--- config.mk ---
export PLATFORM = sky130hd
export DESIGN_NAME = image_pixel_sequencer
export DESIGN_NICKNAME = d
export VERILOG_FILES = /design/src/rtl/image_pixel_sequencer.sv
export SDC_FILE = /design/constraint.sdc
export NUM_CORES = 1
export LEC_CHECK = 0
export BUFFER_PORTS_ARGS = -buffer_cell sky130_fd_sc_hd__clkbuf_2
export CAP_MARGIN = 20
export CORE_MARGIN = 10
export CORE_UTILIZATION = 55
export CTS_CLUSTER_SIZE = 12
export DETAILED_ROUTE_END_ITERATION = 10
export PLACE_DENSITY_LB_ADDON = 0.12
export SLEW_MARGIN = 20
export SYNTH_ARGS = -nofsm -noshare
export SYNTH_HDL_FRONTEND = slang
export SYNTH_SLANG_ARGS = --single-unit
--- constraint.sdc ---
create_clock -name clk -period 3.02 [get_ports clk]
set_input_delay 0.302 -clock clk [delete_from_list [all_inputs] [get_ports clk]]
set_output_delay 0.302 -clock clk [all_outputs]
set_load 0.05 [all_outputs]
--- src/rtl/image_pixel_sequencer.sv ---
// Streams one frame of pixels by reading the R, G and B planes of each address in turn
// and presenting the assembled 24-bit pixel with its column/line until downstream accepts it.
module image_pixel_sequencer #(
    parameter int IMG_W = 320,
    parameter int IMG_H = 240
) (
    input  logic        clk,
    input  logic        rst_n,
    input  logic        start,
    input  logic        abort,
    output logic [18:0] mem_addr,
    output logic [1:0]  mem_channel,
    input  logic [7:0]  mem_data,
    output logic [23:0] pix_data,
    output logic [8:0]  pix_x,
    output logic [7:0]  pix_y,
    output logic        pix_valid,
    input  logic        pix_ready,
    output logic        busy,
    output logic        frame_done
);

    localparam logic [2:0] IDLE = 3'd0;
    localparam logic [2:0] RD_R = 3'd1;
    localparam logic [2:0] RD_G = 3'd2;
    localparam logic [2:0] RD_B = 3'd3;
    localparam logic [2:0] CAP  = 3'd4;
    localparam logic [2:0] OUT  = 3'd5;
    localparam logic [2:0] DONE = 3'd6;

    localparam logic [1:0] CH_NONE = 2'b00;
    localparam logic [1:0] CH_R    = 2'b01;
    localparam logic [1:0] CH_G    = 2'b10;
    localparam logic [1:0] CH_B    = 2'b11;

    localparam logic [18:0] LAST_ADDR = 19'(IMG_W * IMG_H - 1);
    localparam logic [8:0]  LAST_X    = 9'(IMG_W - 1);

    logic [2:0] state;

    always_ff @(posedge clk or negedge rst_n) begin
        if (!rst_n) begin
            state       <= IDLE;
            mem_addr    <= '0;
            mem_channel <= CH_NONE;
            pix_data    <= '0;
            pix_x       <= '0;
            pix_y       <= '0;
        end else if (abort && state != IDLE) begin
            state       <= IDLE;
            mem_channel <= CH_NONE;
        end else begin
            case (state)
                IDLE: begin
                    if (start && !abort) begin
                        state       <= RD_R;
                        mem_addr    <= '0;
                        pix_x       <= '0;
                        pix_y       <= '0;
                        mem_channel <= CH_R;
                    end
                end
                RD_R: begin
                    state       <= RD_G;
                    mem_channel <= CH_G;
                end
                // Read data lags the plane select by one cycle, so each byte lands one state late.
                RD_G: begin
                    pix_data[23:16] <= mem_data;
                    state           <= RD_B;
                    mem_channel     <= CH_B;
                end
                RD_B: begin
                    pix_data[15:8] <= mem_data;
                    state          <= CAP;
                    mem_channel    <= CH_NONE;
                end
                CAP: begin
                    pix_data[7:0] <= mem_data;
                    state         <= OUT;
                end
                OUT: begin
                    if (pix_ready) begin
                        if (mem_addr == LAST_ADDR) begin
                            state <= DONE;
                        end else begin
                            state       <= RD_R;
                            mem_channel <= CH_R;
                            mem_addr    <= mem_addr + 19'd1;
                            if (pix_x == LAST_X) begin
                                pix_x <= '0;
                                pix_y <= pix_y + 8'd1;
                            end else begin
                                pix_x <= pix_x + 9'd1;
                            end
                        end
                    end
                end
                DONE:    state <= IDLE;
                default: state <= IDLE;
            endcase
        end
    end

    assign pix_valid  = (state == OUT);
    assign busy       = (state != IDLE);
    assign frame_done = (state == DONE);

endmodule

# After elaboration in Yosys (flattened, before gate mapping)
# Cells that the tools add are included.
[totals]
ff_bits = 65
latch_bits = 0
ramBits = 0
romBits = 0
in_bits = 13
out_inout_bits = 65
wordCells = 65
n_memories = 0
[classes]
addsub = 3
n_mul = 0
n_div = 0
order_cmp = 0
eq_ne = 15
shift = 0
n_mux = 24
bitwise_logic = 1
reduce_logical = 14
[op_table]
columns = ["cell", "n"]
rows = [
  ["$mux W19", 3],
  ["$pmux W19 S2", 1],
  ["$mux W9", 4],
  ["$mux W8", 4],
  ["$add A19 B1 Y19 const B", 1],
  ["$eq A19 B17 Y1 const B", 1],
  ["$pmux W3 S6", 1],
  ["$pmux W9 S2", 1],
  ["$pmux W8 S2", 1],
  ["$mux W3", 4],
  ["$pmux W2 S5", 1],
  ["$add A9 B1 Y9 const B", 1],
  ["$eq A3 B3 Y1 const B", 3],
  ["$eq A9 B9 Y1 const B", 1],
  ["$add A8 B1 Y8 const B", 1],
  ["$mux W2", 4],
  ["$reduce_and A2 Y1", 4],
  ["$eq A3 B2 Y1 const B", 2],
  ["$ne A3 B3 Y1 const B", 2],
  ["$reduce_and A6 Y1", 1],
  ["$reduce_bool A6 Y1", 1],
  ["$reduce_and A5 Y1", 1],
  ["$ne A2 B1 Y1 const B", 2],
  ["$ne A2 B2 Y1 const B", 2],
  ["other kinds (9)", 10],
]

# Depth between registers and ports, before layout
[depth]
ltp_word = 5
depth_mapped = 8
ltp_nobuf = 6

# Least setup slack after synthesis
# OpenSTA, ideal clock, no wires.
[synth_timing]
path_kind = "reg2reg"
start = "register pix_x[0]"
end = "register pix_y[4]"
setup_ns = 0.078
arrival_time_ns = 2.266
t_required_ns = 2.942
slack_ns = 0.676
stages_incl_launch_ff = 7
path_buffers = 0
synth_period_minus_slack_ns = 2.344
cell_sequence = "dfrtp_1 ha_1 nand3_1 nor4_2 nor2_1 or4_1 a21oi_1"
[synth_via]
elab_chain_cells = 3
[synth_rtl]
columns = ["item", "line_no", "rtl"]
rows = [
  ["from (decl)", "15", "output logic [8:0] pix_x,"],
  ["from (signal assigned)", "94", "pix_x <= pix_x + 9'd1;"],
  ["$eq A9 B9 Y1", "90", "if (pix_x == LAST_X) begin"],
  ["$ne A2 B1 Y1 (no source line)", "n/a", ""],
  ["$reduce_and A6 Y1 (no source line)", "n/a", ""],
  ["to (signal assigned)", "92", "pix_y <= pix_y + 8'd1;"],
  ["to (decl)", "16", "output logic [7:0] pix_y,"],
]
# Every way passes these cells.
# A chain may end at the register's enable or synchronous reset.

# Worst setup path in the final report
[layout_timing]
start = "register pix_x[0]"
end = "register pix_y[6]"
# Same word-level chain as after synthesis.

==> impl_metrics.json <==
{
  "cts_buffer_depth": 2,
  "start_kind": "flip-flop",
  "insertion_delay_ps": 350,
  "slew-limit-headroom": 0.366,
  "via_per_inst": 6.01,
  "synthDistinctLibCells": 48,
  "hold_violations": 0,
  "synthAdderAreaFrac": 0.0112,
  "fillCellCount": 463,
  "grt_pass1_vias": 2854,
  "cts_buffers": 9,
  "drive_gt1_frac": 0.322,
  "synth_xor_area_frac": 0.0183,
  "gp_congestion": 0.892,
  "whs_ps": 52.6,
  "io_buffer_count": 77,
  "ys_seq_area_frac": 0.487,
  "rr_worst_depth": 6,
  "synthSimpleGateAreaFrac": 0.229,
  "synth_top_family_by_area": "simple AND/OR/NAND/NOR gates",
  "avgRoutedWirePerCell_um": 17.8,
  "rsz0062_at_grt": "false",
  "die-area_um2": 9600,
  "h-tree-depth": 3,
  "finalPower_w": 0.00346,
  "fin_nets": 424,
  "dr.pass1.iters": 6,
  "root_buffer": "clkbuf_8",
  "cts_sinks": 65,
  "ant_nets": 0,
  "cts_hold_buf": 0,
  "drv_cap": 0,
  "cp-end-kind": "flip-flop",
  "required_ps": 3290,
  "cp_cell_sequence": "ha_1 -> nand3_1 -> nor4_2 -> nor2_1 -> or4_1 -> a21oi_1",
  "grt_usage": 0.178,
  "synth_seq_cells": 65,
  "path_clk_slew_ps": 80,
  "die_x_um": 98.0,
  "tightest_slew_ps": 948,
  "synth-async-reset-ratio": 1.00,
  "grt_pass1_wl_um": 14400,
  "power_density_nw_per_um2": 854,
  "synth_fp_nets": 344,
  "cts_resized": 0,
  "hold_path.class": "in2async",
  "rr_startpoint": "pix_x[0]$_DFFE_PN0P_",
  "wl_um": 8680,
  "syn-instance-count": 328,
  "synth_mux_area_frac": 0.0838,
  "n_antenna_cell": 0,
  "overflow": 0,
  "ios": 78,
  "max_freq_mhz": 389,
  "finalCritPeriodShare": 0.851,
  "grt_antenna_before_repair": 0,
  "critPathSlowestCell": "nor4_2",
  "rr_endpoint": "pix_y[6]$_DFFE_PN0P_",
  "path_max_fanout": 17,
  "finalMaxSlewViolations": 0,
  "core_um2": 5920,
  "synth.avg_cell_area_um2": 10.2,
  "via_count": 2933,
  "status": "finished, final reports clean",
  "rows": 28,
  "power.leakage_nw": 1.90,
  "cts_tree": "built",
  "r2r_slack_ps": 450,
  "synth_edf_count": 0,
  "areaGrowthSynthToFinish_pct": 21.0,
  "grt_max_degree": 34,
  "path_class": "reg2reg",
  "synth-compound-area-share": 0.147,
  "hpwl_um": 6120,
  "drt_iter0_drc": 185,
  "tns_ps": 0,
  "drc": 0,
  "clock_skew_ps": 8.06,
  "crit_family": "simple AND/OR/NAND/NOR gates",
  "vdd_ir_drop_max_mv": 0.833,
  "finalCriticalPeriod_ps": 2570,
  "post-cts-setup-buffer-count": 0,
  "initial_core_util": 0.565,
  "syn-cell-area_um2": 3340,
  "finalSetupViolCount": 0,
  "yosysWarnings": 0,
  "arrival_ps": 2840,
  "path_buf_inv": 0,
  "synth_top_flop_cell": "dfrtp_1",
  "slowest_delay_ps": 550,
  "ff_latch_area_um2": 1630,
  "die_h_um": 98.0,
  "multiInputGateArea_um2": 1640
}
==> placed cells by master, fill, tap and decap left out, types with 2 or more instances in the layout <==
cell | Yosys | layout
a2111oi_4 | 2 | 2
a21oi_1 | 12 | 12
a31oi_1 | 2 | 2
and2_1 | 4 | 4
and3_1 | 6 | 6
and3b_1 | 2 | 2
and4_1 | 2 | 2
buf_4 | 0 | 9
bufinv_16 | 0 | 2
clkbuf_2 | 0 | 77
clkbuf_8 | 0 | 9
clkinv_4 | 0 | 2
dfrtp_1 | 65 | 65
ha_1 | 3 | 3
inv_1 | 2 | 2
inv_6 | 0 | 2
mux2_2 | 24 | 24
nand2_1 | 34 | 34
nand2b_1 | 5 | 5
nand3_1 | 19 | 19
nand3b_1 | 3 | 3
nand4_1 | 8 | 8
nand4b_1 | 2 | 2
nor2_1 | 18 | 18
nor2b_1 | 5 | 5
nor3_1 | 5 | 5
nor4b_1 | 3 | 3
o211ai_1 | 12 | 12
o21ai_0 | 18 | 18
o21ai_1 | 4 | 4
o22ai_1 | 2 | 2
o31ai_1 | 9 | 9
o41ai_1 | 2 | 2
or3_1 | 5 | 5
or4_1 | 11 | 11
xor2_1 | 7 | 7
==> worst register-to-register path, cell delays in order (launching register included) <==
cell and delay (ps):
dfrtp_1 410, ha_1 210, nand3_1 250, nor4_2 560, nor2_1 360, or4_1 540
a21oi_1 160
==> sequential cells by signal (all words and copies together) (netlist names) <==
name and count:
pix_x 9, pix_data 24, mem_addr 19, mem_channel 2, state 3, pix_y 8
==> stage by stage <==
stage | area (um2) | instances | setup slack, ps | utilization
5_1_grt | 4050 | 488 | 217 | 0.683
3_3_place_gp | 3820 | 472 | 552 | 0.645
6_report | 4050 | 488 | 450 | 0.683
4_1_cts | 4050 | 488 | 528 | 0.683
3_5_place_dp | 3820 | 472 | 538 | 0.645
2_1_floorplan | 3340 | 328 | 676 | -
==> worst max path at each step <==
stage,start,end,slack (ps),depth (start not counted)
2_1_floorplan,pix_x[0]$_DFFE_PN0P_,pix_y[4]$_DFFE_PN0P_,680,6
3_3_place_gp,pix_x[0]$_DFFE_PN0P_,pix_y[6]$_DFFE_PN0P_,550,6
3_5_place_dp,pix_x[0]$_DFFE_PN0P_,pix_y[6]$_DFFE_PN0P_,540,6
4_1_cts,pix_x[0]$_DFFE_PN0P_,pix_y[5]$_DFFE_PN0P_,530,6
5_1_grt,state[0]$_DFFE_PN0P_,pix_x[6]$_DFFE_PN0P_,220,4
6_report,pix_x[0]$_DFFE_PN0P_,pix_y[6]$_DFFE_PN0P_,450,6
==> power by group <==
| group | leakage, nW | switching, W | total [W] | internal (W) |
|---|---|---|---|---|
| Sequential | 0.866 | 0.000139 | 0.00120 | 0.00106 |
| Clock | 0.110 | 0.000375 | 0.000848 | 0.000473 |
| Combinational | 0.926 | 0.00103 | 0.00141 | 0.000378 |
==> cell type report <==
type,instances,area share
tap,75,0.0232
inverter,2,0.00186
clock buffer,9,0.0306
sequential,65,0.402
multi-input combinational,244,0.405
timing repair buffer,86,0.112
clock inverter,7,0.0254
==> layer usage <==
layer  up-vias  global-route usage  routed length, um
met5         -                   0                  0
met4         0              0.0660                129
met3        15              0.0585                700
met2       131               0.264               4030
met1      1399               0.237               3820
li1       1388                   -                  -
==> cells by family (layout without fill, tap and decap cells) <==
group | count (synthesis) | in the layout
xor+xnor | 7 | 7
buf+inv | 19 | 104
flops | 65 | 65
compound gates | 71 | 71
simple gates | 138 | 138
fa+ha+maj | 3 | 3
mux | 25 | 25
==> synth_stat cells, drive strengths merged (3+ instances only) <==
cell    count  area, um2
a21oi      13       68.8
and2        4       25.0
and3        6       37.5
buf         6       28.8
clkbuf     11       41.3
dfrtp      65       1630
ha          3       37.5
mux2       24        270
nand2      34        128
nand2b      5       31.3
nand3      19       95.1
nand3b      3       22.5
nand4       8       50.1
nor2       18       67.6
nor2b       5       31.3
nor3        6       35.0
nor4b       4       41.3
o211ai     12       90.1
o21ai      22        110
o31ai       9       67.6
or3         5       31.3
or4        11       82.6
xor2        7       61.3
Note: power is estimated with default switching activity, not from simulation.
